<file path="src/rtl/add_nbit_serial.sv">
// Digit-serial adder/subtractor: DIGIT bits per clock through a slice with a registered
// carry; sum, raw carry and signed overflow are returned with a one-cycle valid pulse.
module add_nbit_serial #(
  parameter int WIDTH = 16,
  parameter int DIGIT = 4
) (
  input  logic             clk,
  input  logic             rst,
  input  logic [WIDTH-1:0] a_in,
  input  logic [WIDTH-1:0] b_in,
  input  logic             carry_in,
  input  logic             sub_in,
  input  logic             valid_in,
  output logic             ready_out,
  output logic [WIDTH-1:0] sum_out,
  output logic             carry_out,
  output logic             overflow_out,
  output logic             valid_out
);

  localparam int NDIG = WIDTH / DIGIT;
  localparam int CW   = (NDIG > 1) ? $clog2(NDIG) : 1;
  localparam logic [CW-1:0] LAST_DIGIT = CW'(NDIG - 1);

  typedef enum logic [1:0] {
    S_IDLE = 2'd0,
    S_RUN  = 2'd1,
    S_DONE = 2'd2
  } state_e;

  state_e           state_q, state_d;
  logic [WIDTH-1:0] a_q, a_d;
  logic [WIDTH-1:0] b_q, b_d;
  logic [WIDTH-1:0] acc_q, acc_d;
  logic [WIDTH-1:0] sum_q, sum_d;
  logic             carry_q, carry_d;
  logic             cout_q, cout_d;
  logic             ovf_q, ovf_d;
  logic             valid_q, valid_d;
  logic [CW-1:0]    cnt_q, cnt_d;

  logic [DIGIT:0]   slice_s;
  logic [WIDTH-1:0] slice_ext_s;
  logic             msb_cin_s;
  logic             last_s;

  // Digit slice; on the final digit its top bit is the word MSB, so the carry into it feeds overflow.
  always_comb begin
    slice_s     = {1'b0, a_q[DIGIT-1:0]} + {1'b0, b_q[DIGIT-1:0]} + {{DIGIT{1'b0}}, carry_q};
    slice_ext_s = '0;
    slice_ext_s[DIGIT-1:0] = slice_s[DIGIT-1:0];
    msb_cin_s   = a_q[DIGIT-1] ^ b_q[DIGIT-1] ^ slice_s[DIGIT-1];
    last_s      = (cnt_q == LAST_DIGIT);
  end

  always_comb begin
    state_d = state_q;
    a_d     = a_q;
    b_d     = b_q;
    acc_d   = acc_q;
    sum_d   = sum_q;
    carry_d = carry_q;
    cout_d  = cout_q;
    ovf_d   = ovf_q;
    cnt_d   = cnt_q;
    valid_d = 1'b0;
    case (state_q)
      S_IDLE: begin
        if (valid_in) begin
          // Subtraction is A + ~B + ~borrow, so the inverted borrow seeds the carry.
          a_d     = a_in;
          b_d     = sub_in ? ~b_in : b_in;
          carry_d = sub_in ^ carry_in;
          cnt_d   = '0;
          state_d = S_RUN;
        end else begin
          state_d = S_IDLE;
        end
      end
      S_RUN: begin
        a_d     = a_q >> DIGIT;
        b_d     = b_q >> DIGIT;
        carry_d = slice_s[DIGIT];
        acc_d   = (acc_q >> DIGIT) | (slice_ext_s << (WIDTH - DIGIT));
        cnt_d   = cnt_q + CW'(1);
        if (last_s) begin
          sum_d   = acc_d;
          cout_d  = slice_s[DIGIT];
          ovf_d   = msb_cin_s ^ slice_s[DIGIT];
          valid_d = 1'b1;
          state_d = S_DONE;
        end else begin
          state_d = S_RUN;
        end
      end
      S_DONE: begin
        state_d = S_IDLE;
      end
      default: begin
        state_d = S_IDLE;
      end
    endcase
  end

  // State and datapath registers; reset discards any run in progress.
  always_ff @(posedge clk) begin
    if (rst) begin
      state_q <= S_IDLE;
      a_q     <= '0;
      b_q     <= '0;
      acc_q   <= '0;
      sum_q   <= '0;
      carry_q <= 1'b0;
      cout_q  <= 1'b0;
      ovf_q   <= 1'b0;
      valid_q <= 1'b0;
      cnt_q   <= '0;
    end else begin
      state_q <= state_d;
      a_q     <= a_d;
      b_q     <= b_d;
      acc_q   <= acc_d;
      sum_q   <= sum_d;
      carry_q <= carry_d;
      cout_q  <= cout_d;
      ovf_q   <= ovf_d;
      valid_q <= valid_d;
      cnt_q   <= cnt_d;
    end
  end

  assign ready_out    = (state_q == S_IDLE);
  assign sum_out      = sum_q;
  assign carry_out    = cout_q;
  assign overflow_out = ovf_q;
  assign valid_out    = valid_q;

endmodule

</file>
<file path="config.mk">
export PLATFORM = sky130hd
export DESIGN_NAME = add_nbit_serial
export DESIGN_NICKNAME = d
export VERILOG_FILES = /design/src/rtl/add_nbit_serial.sv
export SDC_FILE = /design/constraint.sdc
export NUM_CORES = 1
export LEC_CHECK = 0
export ABC_AREA = 1
export CORE_MARGIN = 5
export CORE_UTILIZATION = 51
export CTS_BUF_LIST = sky130_fd_sc_hd__clkbuf_16
export CTS_CLUSTER_DIAMETER = 40
export CTS_CLUSTER_SIZE = 10
export DETAILED_ROUTE_END_ITERATION = 8
export PLACE_DENSITY = 0.79
export SETUP_SLACK_MARGIN = 0.15
export SYNTH_ARGS = -nofsm -noshare
export SYNTH_HDL_FRONTEND = slang
export SYNTH_SLANG_ARGS = --single-unit
</file>
<file path="constraint.sdc">
create_clock -name clk -period 1.7 [get_ports clk]
set_input_delay 0.255 -clock clk [delete_from_list [all_inputs] [get_ports clk]]
set_output_delay 0.255 -clock clk [all_outputs]
set_load 0.02 [all_outputs]
</file>
# ---- After elaboration in Yosys (flattened, before gate mapping)
# Index checks and enable logic that the tools add are counted.
dict set report totals {
  register_bits 72
  output_inout_bits 20
  word_cells 41
}
dict set report op_classes {
  addsub 3
  eq_ne 3
  mux 13
  n_bitwise 7
  reduce_logical 5
}
# cell count
set op_table {}
lappend op_table {{$pmux W16 S2} 2}
lappend op_table {{$mux W16} 3}
lappend op_table {{$not A16 Y16} 1}
lappend op_table {{$or A12 B16 Y16} 1}
lappend op_table {{$pmux W2 S2} 2}
lappend op_table {{$add A4 B4 Y5} 1}
lappend op_table {{$add A5 B1 Y5} 1}
lappend op_table {{$mux W2} 2}
lappend op_table {{$reduce_and A2 Y1} 2}
lappend op_table {{$xor A1 B1 Y1} 4}
lappend op_table {{$mux W1} 3}
lappend op_table {{$add A2 B1 Y2 const B} 1}
lappend op_table {{$eq A2 B1 Y1 const B} 1}
lappend op_table {{$eq A2 B2 Y1 const B} 1}
lappend op_table {{$logic_not A2 Y1} 1}
lappend op_table {{$ne A2 B2 Y1 const B} 1}
lappend op_table {{$pmux W1 S2} 1}
lappend op_table {{$reduce_bool A2 Y1} 1}
lappend op_table {{$reduce_or A2 Y1} 1}
lappend op_table {{$not A1 Y1} 1}

# ---- Depth between registers and ports, before layout
# Gate-level depths: netlist (run 1).
dict set report logic_depth {
  ltp_word 4
  ltp_mapped 11
  mapped_depth_nobuf 11
}

# ---- Worst setup path before layout (run 1)
# Ideal clock, no wire load.
dict set report synth_path {
  path_type {flip-flop to flip-flop}
  from {register a_q[0]}
  to {register ovf_q, in the netlist overflow_out}
  t_arrival_ns 1.372
  t_required_ns 1.591
  path_slack_ns 0.219
  path_stages_with_launch 12
  synth_period_minus_slack_ns 1.481
  cell_sequence {dfxtp_1 > fa_1 > inv_1 > fa_1 > inv_1 > nand2_1 > nand2_1 > nand2_1 > nand2_1 > nand3_1 > nand2_1 > inv_1}
}
dict set report synth_via {
  elab_chain_cells 4
}
# item line
set synth_rtl {}
lappend synth_rtl {{start, declared} 32} ;# logic [WIDTH-1:0] a_q, a_d;
lappend synth_rtl {{start signal, assigned} 109} ;# a_q <= '0;
lappend synth_rtl {{start signal, assigned} 120} ;# a_q <= a_d;
lappend synth_rtl {{$add A4 B4 Y5 *} 49} ;# slice_s = {1'b0, a_q[DIGIT-1:0]} + {1'b0, b_q[DIGIT-1:0]} + {{DIGIT{1'b0}}, carry_q};
lappend synth_rtl {{$add A5 B1 Y5 *} 49}
lappend synth_rtl {{$xor A1 B1 Y1} 52} ;# msb_cin_s = a_q[DIGIT-1] ^ b_q[DIGIT-1] ^ slice_s[DIGIT-1];
lappend synth_rtl {{$xor A1 B1 Y1 *} 89} ;# ovf_d = msb_cin_s ^ slice_s[DIGIT];
lappend synth_rtl {{end signal, assigned} 126} ;# ovf_q <= ovf_d;
lappend synth_rtl {{end, declared} 38} ;# logic ovf_q, ovf_d;
# Every way passes the cells marked *; elsewhere a longest branch is shown, timed or not.
# A chain may end at the register's enable or synchronous reset.

# ---- Final worst setup path (run 1)
dict set report layout_path {
  from {register carry_q}
  to {register ovf_q, in the netlist overflow_out}
}
dict set report layout_via {
  elab_chain_cells 3
}
# item line
set layout_rtl {}
lappend layout_rtl {{start, declared} 36} ;# logic carry_q, carry_d;
lappend layout_rtl {{start signal, assigned} 124} ;# carry_q <= carry_d;
lappend layout_rtl {{$add A5 B1 Y5 *} 49}
lappend layout_rtl {{$xor A1 B1 Y1} 52}
lappend layout_rtl {{$xor A1 B1 Y1 *} 89}
# Marked as above.

==> impl_metrics.py, run 1 <==
metrics = {
    "synthesis": {
        "yosysWarnings": 0,
        "synth_edf_count": 0,
        "syn_nets": 446,
        "ys_seq_area_share_pct": 45.9,
        "synth_area_mm2": 0.00296,
        "synthFlopType": "dfxtp_1",
        "async_flop_share_pct": 0,
        "avgSynthCellArea_um2": 7.36,
        "synth-seq-cells": 68,
        "ys_types": 28,
        "synth_cells": 403,
    },
    "min_path": {
        "min_to": "acc_q[5]$_SDFFE_PP0N_",
        "whs_path_depth": 2,
        "min_from": "acc_q[5]$_SDFFE_PP0N_",
        "hold_path_class": "reg -> reg",
    },
    "clock_tree": {
        "cts_root_buf": "clkbuf_16",
        "cts-htree-levels": 3,
        "cts_buffers": 9,
        "path_clk_slew_ps": 50,
        "ctsHoldBuffers": 0,
        "cts_tree": "done",
        "insertion_delay_ps": 330,
        "cts_buffer_depth": 2,
        "clock-sinks": 68,
    },
    "global_route": {
        "track_usage_pct": 18.6,
        "overflow": 0,
        "antenna_found_initial": 0,
        "grt_pass1_wl_um": 11000,
        "grt_max_degree": 28,
        "grt_pass1_vias": 2454,
    },
    "finish": {
        "final_layout_size_suffix_gt1_share_pct": 10.3,
        "n_antenna_cell": 0,
        "area_growth_pct": 35.3,
        "layout.nets": 505,
    },
    "critical_path": {
        "rr_endpoint": "overflow_out$_SDFFE_PP0P_",
        "crit_path_end_kind": "flip-flop",
        "regToRegStartpoint": "carry_q$_SDFFE_PP0P_",
        "path_max_fanout": 2,
        "crit_chain": "fa_2 -> inv_2 -> fa_2 -> inv_2 -> nand2_2 -> nand2_2 -> nand2_2 -> nand2_2 -> nand3_2 -> nand2_1 -> inv_1",
        "crit_path_frequent_cell": "nand2_2",
        "ff2ff_setup_slack_ps": 150,
        "cp_slowest_stage_delay_ps": 370,
        "cp_slowest_cell": "fa_2",
        "cp_top_family": "adder cells",
        "critPathBufInv": 3,
        "critPathKind": "reg -> reg",
        "r2r_cells": 11,
        "crit_required_ps": 1930,
        "critPathLaunchType": "flip-flop",
        "arrival_ps": 1780,
        "startpoint": "carry_q$_SDFFE_PP0P_",
    },
    "power_and_ir_drop": {
        "power_leakage_nw": 1.88,
        "power.density_mw_per_mm2": 1080,
        "power_w": 0.00432,
        "ir_drop_uv": 839,
    },
    "sta": {
        "fin_worst_skew_ps": 5.46,
        "final-setup-viol-count": 0,
        "post-route-period-util_pct": 91.1,
        "slew_headroom_pct": 72.5,
        "rsz0062_at_grt": "true",
        "worstMarginPinSlew_ps": 413,
        "fin_tns_setup_ps": 0,
        "hold_viol_final": 0,
        "final_max_slew_viol_count": 0,
        "period_minus_slack_ps": 1550,
        "fmax_mhz": 646,
    },
    "run": {
        "cap_violations": 0,
    },
    "placement": {
        "place_congestion": 0.843,
        "hpwl_um": 4420,
        "port_buffers": 56,
    },
    "floorplanning": {
        "ios": 57,
        "dieArea_mm2": 0.00744,
        "die_w_um": 86.2,
        "fp.coreArea_mm2": 0.00557,
        "rows": 27,
        "initial_core_util_pct": 53.2,
        "die_h_um": 86.2,
    },
    "route": {
        "dr.pass1.iters": 4,
        "route.detailed.drc": 0,
        "vias": 2662,
        "ant_nets": 0,
        "vias_per_cell": 4.94,
        "finalWirelength_um": 6540,
        "routedWlPerCell_um": 12.1,
        "drt_iter0_markers": 103,
    },
    "run_status": {
        "status": "completed",
    },
}
-- per-layer routing --
| layer | vias to the layer above | track usage [%] | wire length (um) |
|---|---|---|---|
| li1 | 1385 | - | - |
| met1 | 1191 | 22.1 | 2770 |
| met2 | 74 | 32.4 | 3230 |
| met3 | 12 | 3.52 | 416 |
| met4 | 0 | 8.36 | 124 |
| met5 | - | 0 | 0 |
-- cells by family after synthesis --
group	Yosys count	share of synthesized area, %
buffers and inverters	63	8.61
adders and majority gates	6	3.04
AOI/OAI and AO/OA	60	11.4
xor gates and xnor gates	18	5.32
DFF	68	45.9
and+or+nand+nor	188	25.7
-- worst max path at each step --
stage | endpoint | slack, ps | cells past startpoint
floorplan | overflow_out$_SDFFE_PP0P_ | 220 | 11
global placement | overflow_out$_SDFFE_PP0P_ | 140 | 11
detailed placement | overflow_out$_SDFFE_PP0P_ | 70 | 11
CTS | carry_out | 150 | 1
global route | overflow_out$_SDFFE_PP0P_ | 30 | 11
finish | overflow_out$_SDFFE_PP0P_ | 150 | 11
-- flip-flops by register name, indices dropped and copies added, names as in the netlist --
name          flops
b_q              16
state_q           2
valid_out         1
carry_q           1
cnt_q             2
acc_q            12
sum_out          16
overflow_out      1
a_q              16
carry_out         1
-- tightest hold or removal path: stages, from the launching register on --
cell     delay, ps
dfxtp_1        300
nand2_1         50
o21ai_1         50
-- power breakdown --
group          leakage (nW)  internal (W)  switching [W]  total [W]
Sequential            0.556       0.00168      0.0000429    0.00172
Combinational          1.16      0.000235       0.000288   0.000523
Clock                 0.172       0.00141       0.000656    0.00207
Total                  1.88       0.00333       0.000987    0.00432
-- final cells by class --
type	instances	area (um^2)
tap	72	90.1
clock buffer	9	225
timing repair buffer	68	684
multi-input combinational	272	1380
sequential	68	1370
clock inverter	7	108
fill	454	1560
inverter	43	161
-- metrics by stage --
step,setup WS (ps),hold slack (ps),std cells,util [%],cell area [um^2]
3_3_place_gp,136,440,523,65.2,3640
4_1_cts,154,457,539,71.4,3980
6_report,152,454,539,71.9,4010
5_1_grt,26.4,477,539,71.9,4010
3_5_place_dp,73.7,450,523,65.2,3640
2_1_floorplan,219,399,403,-,2960
-- repair_timing --
action / 4_1_cts / 5_1_grt
endpoints found under the setup margin: 4 / 10
gates resized for setup: 8 / 11
pin swaps: 0 / 7
cloned: 0 / 0
setup buffers: 0 / 0
-- synthesized netlist by cell type (2+ instances only) --
cell type / count / area share (%)
nor2_1: 29 / 3.7
nor2_2: 2 / 0.42
nand2_1: 127 / 16
xnor2_1: 2 / 0.59
a21oi_1: 11 / 1.9
dfxtp_1: 68 / 46
a31oi_1: 5 / 1.1
clkbuf_1: 7 / 0.89
xor2_1: 16 / 4.7
o211a_1: 2 / 0.68
inv_2: 2 / 0.25
nand3_1: 27 / 4.6
inv_1: 40 / 5.1
o21ai_1: 11 / 1.9
buf_2: 12 / 2.0
o21ai_0: 20 / 3.4
o22ai_1: 7 / 1.5
fa_1: 2 / 1.4
ha_1: 4 / 1.7
-- cell usage in the layout (no fill, tap or decap), drive strengths merged --
cell,count
a211oi,1
a21oi,11
a22oi,1
a31oi,5
buf,12
bufinv,3
clkbuf,9
clkdlybuf4s50,51
clkinv,3
dfxtp,68
dlygate4sd2,1
dlymetal6s2s,4
fa,2
ha,4
inv,44
nand2,128
nand3,27
nor2,31
nor3b,1
o211a,2
o21a,1
o21ai,32
o22ai,7
or2,1
xnor2,2
xor2,16
No activity file was read; power rests on OpenSTA's default activity.
==> inputs of run 2 (changes only) <==
- SKIP_LAST_GASP: default -> 1
==> results of run 2 <==
Final layout, timing and power as in run 1 (identical DEF).
